## src/rtl/snoop_ac_queue.sv

```systemverilog
// AC-channel snoop request queue: a small FIFO in front of the D-cache snoop controller.
// It holds the head on line collisions with AMO/writeback or while the cache is flushing, and flags starvation.
module snoop_ac_queue #(
    parameter int DEPTH         = 4,
    parameter int ADDR_WIDTH    = 64,
    parameter int SNOOP_WIDTH   = 4,
    parameter int LINE_OFFSET   = 4,
    parameter int STARVE_CYCLES = 64
) (
    input  logic                     clk_i,
    input  logic                     rst_i,
    input  logic                     ac_valid_i,
    output logic                     ac_ready_o,
    input  logic [ADDR_WIDTH-1:0]    ac_addr_i,
    input  logic [SNOOP_WIDTH-1:0]   ac_snoop_i,
    output logic                     ac_valid_o,
    input  logic                     ac_ready_i,
    output logic [ADDR_WIDTH-1:0]    ac_addr_o,
    output logic [SNOOP_WIDTH-1:0]   ac_snoop_o,
    input  logic                     flushing_i,
    input  logic                     amo_valid_i,
    input  logic [ADDR_WIDTH-1:0]    amo_addr_i,
    input  logic                     wb_valid_i,
    input  logic [ADDR_WIDTH-1:0]    wb_addr_i,
    output logic [$clog2(DEPTH):0]   count_o,
    output logic                     starve_o
);

    localparam int PTR_W  = $clog2(DEPTH);
    localparam int CNT_W  = PTR_W + 1;
    localparam int STV_W  = $clog2(STARVE_CYCLES + 1);
    localparam int LINE_W = ADDR_WIDTH - LINE_OFFSET;

    logic [ADDR_WIDTH-1:0]  r_addrMem  [DEPTH];
    logic [SNOOP_WIDTH-1:0] r_snoopMem [DEPTH];
    logic [PTR_W-1:0]       r_wrPtr;
    logic [PTR_W-1:0]       r_rdPtr;
    logic [CNT_W-1:0]       r_count;
    logic                   r_presented;
    logic [STV_W-1:0]       r_starveCnt;
    logic                   r_starve;

    logic                   w_empty;
    logic                   w_full;
    logic                   w_push;
    logic                   w_pop;
    logic                   w_hold;
    logic                   w_valid;
    logic                   w_amoHit;
    logic                   w_wbHit;
    logic [LINE_W-1:0]      w_headLine;
    logic [ADDR_WIDTH-1:0]  w_headAddr;
    logic [SNOOP_WIDTH-1:0] w_headSnoop;
    logic [STV_W-1:0]       w_starveNext;

    assign w_empty     = (r_count == '0);
    assign w_full      = (r_count == CNT_W'(DEPTH));
    assign w_headAddr  = r_addrMem[r_rdPtr];
    assign w_headSnoop = r_snoopMem[r_rdPtr];
    assign w_headLine  = w_headAddr[ADDR_WIDTH-1:LINE_OFFSET];

    assign w_amoHit = amo_valid_i && (amo_addr_i[ADDR_WIDTH-1:LINE_OFFSET] == w_headLine);
    assign w_wbHit  = wb_valid_i  && (wb_addr_i[ADDR_WIDTH-1:LINE_OFFSET]  == w_headLine);
    assign w_hold   = flushing_i || w_amoHit || w_wbHit;

    // Once shown, valid must stay up until the handshake even if a hold appears later.
    assign w_valid = !w_empty && (r_presented || !w_hold);

    assign w_push = ac_valid_i && !w_full;
    assign w_pop  = w_valid && ac_ready_i;

    assign ac_ready_o = !w_full;
    assign ac_valid_o = w_valid;
    assign ac_addr_o  = w_empty ? '0 : w_headAddr;
    assign ac_snoop_o = w_empty ? '0 : w_headSnoop;
    assign count_o    = r_count;
    assign starve_o   = r_starve;

    always_comb begin
        w_starveNext = r_starveCnt;
        if (w_empty || w_valid) begin
            w_starveNext = '0;
        end else if (r_starveCnt != STV_W'(STARVE_CYCLES)) begin
            w_starveNext = r_starveCnt + STV_W'(1);
        end
    end

    // Entry storage is not reset; stale contents are unreachable once the pointers clear.
    always_ff @(posedge clk_i) begin
        if (w_push) begin
            r_addrMem[r_wrPtr]  <= ac_addr_i;
            r_snoopMem[r_wrPtr] <= ac_snoop_i;
        end
    end

    always_ff @(posedge clk_i) begin
        if (rst_i) begin
            r_wrPtr     <= '0;
            r_rdPtr     <= '0;
            r_count     <= '0;
            r_presented <= 1'b0;
            r_starveCnt <= '0;
            r_starve    <= 1'b0;
        end else begin
            if (w_push) begin
                r_wrPtr <= r_wrPtr + PTR_W'(1);
            end
            if (w_pop) begin
                r_rdPtr <= r_rdPtr + PTR_W'(1);
            end
            case ({w_push, w_pop})
                2'b10:   r_count <= r_count + CNT_W'(1);
                2'b01:   r_count <= r_count - CNT_W'(1);
                default: r_count <= r_count;
            endcase
            r_presented <= w_valid && !ac_ready_i;
            r_starveCnt <= w_starveNext;
            r_starve    <= (w_starveNext == STV_W'(STARVE_CYCLES));
        end
    end

endmodule
```

## config.mk

```make
export PLATFORM = sky130hd
export DESIGN_NAME = snoop_ac_queue
export DESIGN_NICKNAME = d
export VERILOG_FILES = /design/src/rtl/snoop_ac_queue.sv
export SDC_FILE = /design/constraint.sdc
export NUM_CORES = 1
export LEC_CHECK = 0
export BUFFER_PORTS_ARGS = -buffer_cell sky130_fd_sc_hd__buf_4
export CORE_ASPECT_RATIO = 0.5
export CORE_MARGIN = 8
export CORE_UTILIZATION = 55
export CTS_CLUSTER_DIAMETER = 100
export DETAILED_ROUTE_END_ITERATION = 10
export GPL_ROUTABILITY_DRIVEN = 0
export PLACE_DENSITY = 0.8
export SLEW_MARGIN = 15
export SYNTH_ARGS = -nofsm -noshare
export SYNTH_HDL_FRONTEND = slang
export SYNTH_SLANG_ARGS = --single-unit
```

## constraint.sdc

```tcl
create_clock -name clk_i -period 4.3 [get_ports clk_i]
set_input_delay 0.43 -clock clk_i [delete_from_list [all_inputs] [get_ports clk_i]]
set_output_delay 0.43 -clock clk_i [all_outputs]
set_load 0.01 [all_outputs]
```

==> results by stage <==
Yosys:
- In this run the cell area of the synthesized design comes to 13490 µm².
- The async set or reset register ratio after synthesis is 0%.
- The share of the synthesized area in the top cell type is 60.56%.
- After synthesis, the share of cell area in mux cells is 14.89%.
- After technology mapping, the gate count stands at 871.
- The synthesized flop and latch total is 290.
- The post-synthesis area per instance is around 15 µm².
- The post-synthesis net count is roughly 1100.
- The sequential area share after synthesis is 63.23%.
- The synthesized netlist devotes less than 1% of its cell area to adder and majority cells.
- Sorting the synthesized cells by area gives the leading types as sky130_fd_sc_hd__edfxtp_1 (61%), sky130_fd_sc_hd__mux4_2 (7.2%), sky130_fd_sc_hd__mux2i_1 (4.7%).
- The synthesized netlist devotes 5.584% of its cell area to compound gates.
- The synthesized netlist devotes 5.325% of its cell area to XOR and XNOR gates.
- The cell type contributing the most total cell area after synthesis is sky130_fd_sc_hd__edfxtp_1.
- The number of distinct library cell variants in the gate-level netlist after synthesis is 60.
- The number of warnings printed during yosys synthesis is 0.
- The fraction of the mapped netlist area in simple logic gates is 7.542%.
- The number of synthesized flops with an enable pin is between 200 and 300.
- The most frequently used flop master after synthesis is sky130_fd_sc_hd__edfxtp_1.
- The largest family of logic cells by synthesized area is multiplexers.

Timing:
- Timing would allow up to 0.2353 GHz.
- Setup repair after global routing could not meet its margin everywhere.
- The total count of hold-check failures in the final report is 0.
- The clock period minus final worst setup slack is approximately 4.3 ns.
- The final period utilization is 98.84%.
- The final worst clock skew is 0.01379 ns.
- The total count of max-transition violations in the final report is 0.
- The final-report setup violation count is 0.
- For the pin with the worst max-slew slack, the measured transition is 0.9356 ns.
- Headroom to the max-slew limit came out at 37.62%.

Clock network:
- In this run the number of H-tree levels came out at 1.
- For this design, the sink count on the clock tree is 290.
- TritonCTS built the clock tree.
- No sink is reached through more buffers than the 3 on the longest clock path.
- The clock tree root buffer cell is sky130_fd_sc_hd__clkbuf_16.
- The quantity of hold-fixing buffers added after cts is 0.
- The later pin in the worst-skew pair is clocked with a latency of 0.55 ns.
- The total CTS buffers is 26.
- The clock transition time at the flip-flop clock pins of the worst setup and hold paths is roughly 0.070 ns.

Detailed routing:
- The count of routing violations after the opening detailed-route iteration is 1254.
- The pre-antenna-repair detailed-routing pass consisted of 7 iterations.
- The post-detailed-route via-to-cell ratio is 6.180.
- The total number of vias is 9424.
- In this run the remaining antenna-violating nets after routing total 0.
- The final routed wire length divided by cell count is 26.68 µm.
- For this run, design rule violations remaining after detail routing come to 0.
- Summed over all layers, the routed wires come to ~41000 µm.

GRT:
- In the global route stage, overall resource usage came out at 25.91%.
- The total overflow left after global routing is 0.
- Entering global routing, the biggest net connects 57 pins.
- The global-route wire length before repair is 58760 µm.
- The number of global-route vias before repair is 9622.
- The number of antenna violations at the first check in global routing is 2.

Setup path:
- The critical setup path kind is reg2out.
- The data arrival time of the critical path is 3.82 ns.
- The worst setup path is launched from a flip-flop.
- On the worst path, the slowest cell contributes a delay of 0.54 ns.
- The buffering stage count on the worst path with inverters included is 3.
- The register-to-register path setup slack is 0.06 ns.
- The length in cells of the worst reg-to-reg path is 15.
- The worst register-to-register path ends at count_o[2]$_SDFFE_PP0P_.
- The cell family contributing the most delay on the critical path is simple AND/OR/NAND/NOR gates.
- In this run the worst path has a maximum fanout of 14.
- The cell count along the critical path is 10.
- The most prevalent standard cell on the critical path is sky130_fd_sc_hd__buf_4.
- Traced cell by cell, the critical path runs through buf_12 -> mux2i_1 -> a222oi_1 -> o21ai_0 -> or4_1 -> or4_4 -> nor4_4 -> buf_4 -> nor3_1 -> buf_4.
- The critical path data required time is 3.87 ns.
- The type of element capturing the critical path is an output pin.
- The cell type of the slowest stage on the worst timing path is sky130_fd_sc_hd__or4_1.
- The destination of the critical timing path is ac_valid_o.

Floorplan:
- The die covers 30100 µm².
- During I/O placement, the number of pins put on the boundary was 277.
- Row generation in the floorplan step produced 40 rows.
- The core area is 24020 µm².
- The height of the die is 126.7 µm.
- The starting density of the core is 56.15%.
- The floorplan die width is 237.5 µm.

Power and ir drop:
- For this design the ratio of total power to cell area is 477.6 nW/µm².
- The leakage power figure is 6.240 nW.
- The peak supply drop is between 0.4 and 0.5 mV.
- The final total power is ~8.2 mW.

Placement:
- The post-placement cell area is 16170 µm².
- Input and output buffers added on the ports amount to 268.
- Detailed placement finished with a half-perimeter wire length of between 20000 and 30000 µm.

Layout:
- In the final layout, the share of cells above drive strength 1 is 37.93%.
- At the end of the flow, the number of nets in the layout was approximately 1400.
- The repair_antennas step left the layout with diodes totalling 0.
- Relative to the synthesized area, the layout overhead comes to 27.91%.
- The finished cells cover 17250 µm².
- Counting the fill cells in the layout gives 1549.
- The final cell utilization of the core is 71.82%.

Run status:
- The flow ran to the end, and the final reports show no timing, DRC or antenna violations.

Job:
- The number of maximum-capacitance constraint violations is 0.

Worst hold path:
- The class of the tightest hold or removal check is in2reg.
## power breakdown
part	switching, mW	internal, mW	leakage (nW)	total [mW]
Sequential	0.0714	3.30	2.64	3.37
Clock	1.05	1.46	0.433	2.50
Combinational	1.31	1.05	3.16	2.36
Total	2.43	5.81	6.24	8.24
## synth_stat cells, types with 11 or more instances
library cell               instances
sky130_fd_sc_hd__inv_1            42
sky130_fd_sc_hd__mux2i_1          63
sky130_fd_sc_hd__xor2_1           36
sky130_fd_sc_hd__nor4_1           13
sky130_fd_sc_hd__o22ai_1          19
sky130_fd_sc_hd__nor2_1           40
sky130_fd_sc_hd__mux4_2           43
sky130_fd_sc_hd__nand2_1          14
sky130_fd_sc_hd__edfxtp_1        272
sky130_fd_sc_hd__nor3_1           11
sky130_fd_sc_hd__mux2_2           20
sky130_fd_sc_hd__nand4_1          11
sky130_fd_sc_hd__xnor2_1          46
sky130_fd_sc_hd__nor2b_1          56
sky130_fd_sc_hd__buf_2            14
sky130_fd_sc_hd__dfxtp_1          18
## final cells by class
class                      instances  area [µm²]  share of cell area [%]
clock inverter                    18       232.7                   1.349
inverter                          43       161.4                  0.9355
clock buffer                      30       686.9                   3.981
sequential                       290        8536                   49.47
timing repair buffer             325        2579                   14.95
multi-input combinational        504        4663                   27.03
tap                              315       394.1                   2.284
## metal layers
layer,track usage (%),wire length [µm],part of all wire (%),vias up
met5,0,13,0.032,-
met4,12.91,2279,5.6,2
met3,6.051,3517,8.6,166
met2,44.00,20010,49,557
met1,31.04,14870,37,4645
li1,-,-,-,4054
## through the flow
step                      std cells  hold slack [ns]  setup WS [ns]   TNS, ns
after global routing           1525          0.06562       -0.08720   -0.1259
after global placement         1471           0.4816         0.1145         0
after detailed placement       1471           0.4938       -0.04489  -0.04489
final                          1525          0.07132        0.04976         0
after CTS                      1525          0.06093        0.01553         0
after floorplan                 871           0.4692         0.5029         0
## cell usage in the layout, fill, tap and decap left out, types with 4 or more instances in the layout
master,synthesis,routed
sky130_fd_sc_hd__nand2b_1,4,4
sky130_fd_sc_hd__nand2_1,14,14
sky130_fd_sc_hd__nor4_1,13,10
sky130_fd_sc_hd__nor2b_1,56,56
sky130_fd_sc_hd__mux4_2,43,48
sky130_fd_sc_hd__a22oi_1,8,8
sky130_fd_sc_hd__edfxtp_1,272,272
sky130_fd_sc_hd__dfxtp_1,18,16
sky130_fd_sc_hd__buf_4,5,315
sky130_fd_sc_hd__clkbuf_16,0,27
sky130_fd_sc_hd__a211oi_1,5,5
sky130_fd_sc_hd__buf_12,0,4
sky130_fd_sc_hd__nor2_1,40,40
sky130_fd_sc_hd__bufinv_16,0,5
sky130_fd_sc_hd__a221oi_1,5,5
sky130_fd_sc_hd__mux2_2,20,20
sky130_fd_sc_hd__and3_4,0,4
sky130_fd_sc_hd__nor3_1,11,11
sky130_fd_sc_hd__o21ai_0,10,10
sky130_fd_sc_hd__xor2_1,36,36
sky130_fd_sc_hd__ha_1,7,7
sky130_fd_sc_hd__o22ai_1,19,19
sky130_fd_sc_hd__mux2i_1,63,60
sky130_fd_sc_hd__a21oi_1,9,9
sky130_fd_sc_hd__xnor2_1,46,46
sky130_fd_sc_hd__nand3_1,7,7
sky130_fd_sc_hd__nand4_1,11,11
sky130_fd_sc_hd__clkinvlp_4,0,4
sky130_fd_sc_hd__o2111ai_1,6,6
sky130_fd_sc_hd__nor4_2,2,4
sky130_fd_sc_hd__inv_1,42,42
sky130_fd_sc_hd__a31oi_1,5,5
sky130_fd_sc_hd__a222oi_1,4,4
## repair_timing
| action | 4_1_cts | 5_1_grt |
|---|---|---|
| gates cloned | 2 | 0 |
| endpoints found under the setup margin | 3 | 2 |
| resized for setup | 5 | 16 |
| pin swaps | 0 | 4 |
| buffers inserted | 4 | 0 |
## state kept, by name (all words and copies together), names as in the netlist, named ones only
register,count
count_o,3
r_addrMem,256
r_presented,1
r_rdPtr,2
r_snoopMem,16
r_starveCnt,7
r_wrPtr,2
starve_o,1
## kinds of logic after synthesis
group	count (synthesis)
multiplexers	133
AND/OR/NAND/NOR	180
XOR/XNOR	82
AO/OA/AOI/OAI	101
adder cells (fa/ha/maj)	8
flip-flops	290
buffers and inverters	77
## worst min path at each step
stage	start	end	slack, ns	depth (start not counted)
after global routing	ac_addr_i[35]	r_addrMem[2][35]$_DFFE_PP_	0.07	1
after floorplan	r_wrPtr[1]$_SDFFE_PP0P_	r_wrPtr[1]$_SDFFE_PP0P_	0.47	2
after detailed placement	r_wrPtr[1]$_SDFFE_PP0P_	r_wrPtr[1]$_SDFFE_PP0P_	0.49	2
after global placement	r_wrPtr[1]$_SDFFE_PP0P_	r_wrPtr[1]$_SDFFE_PP0P_	0.48	2
final	ac_ready_i	r_presented$_SDFF_PP0_	0.07	2
after CTS	ac_ready_i	r_presented$_SDFF_PP0_	0.06	2
(Power assumes the default switching activity.)
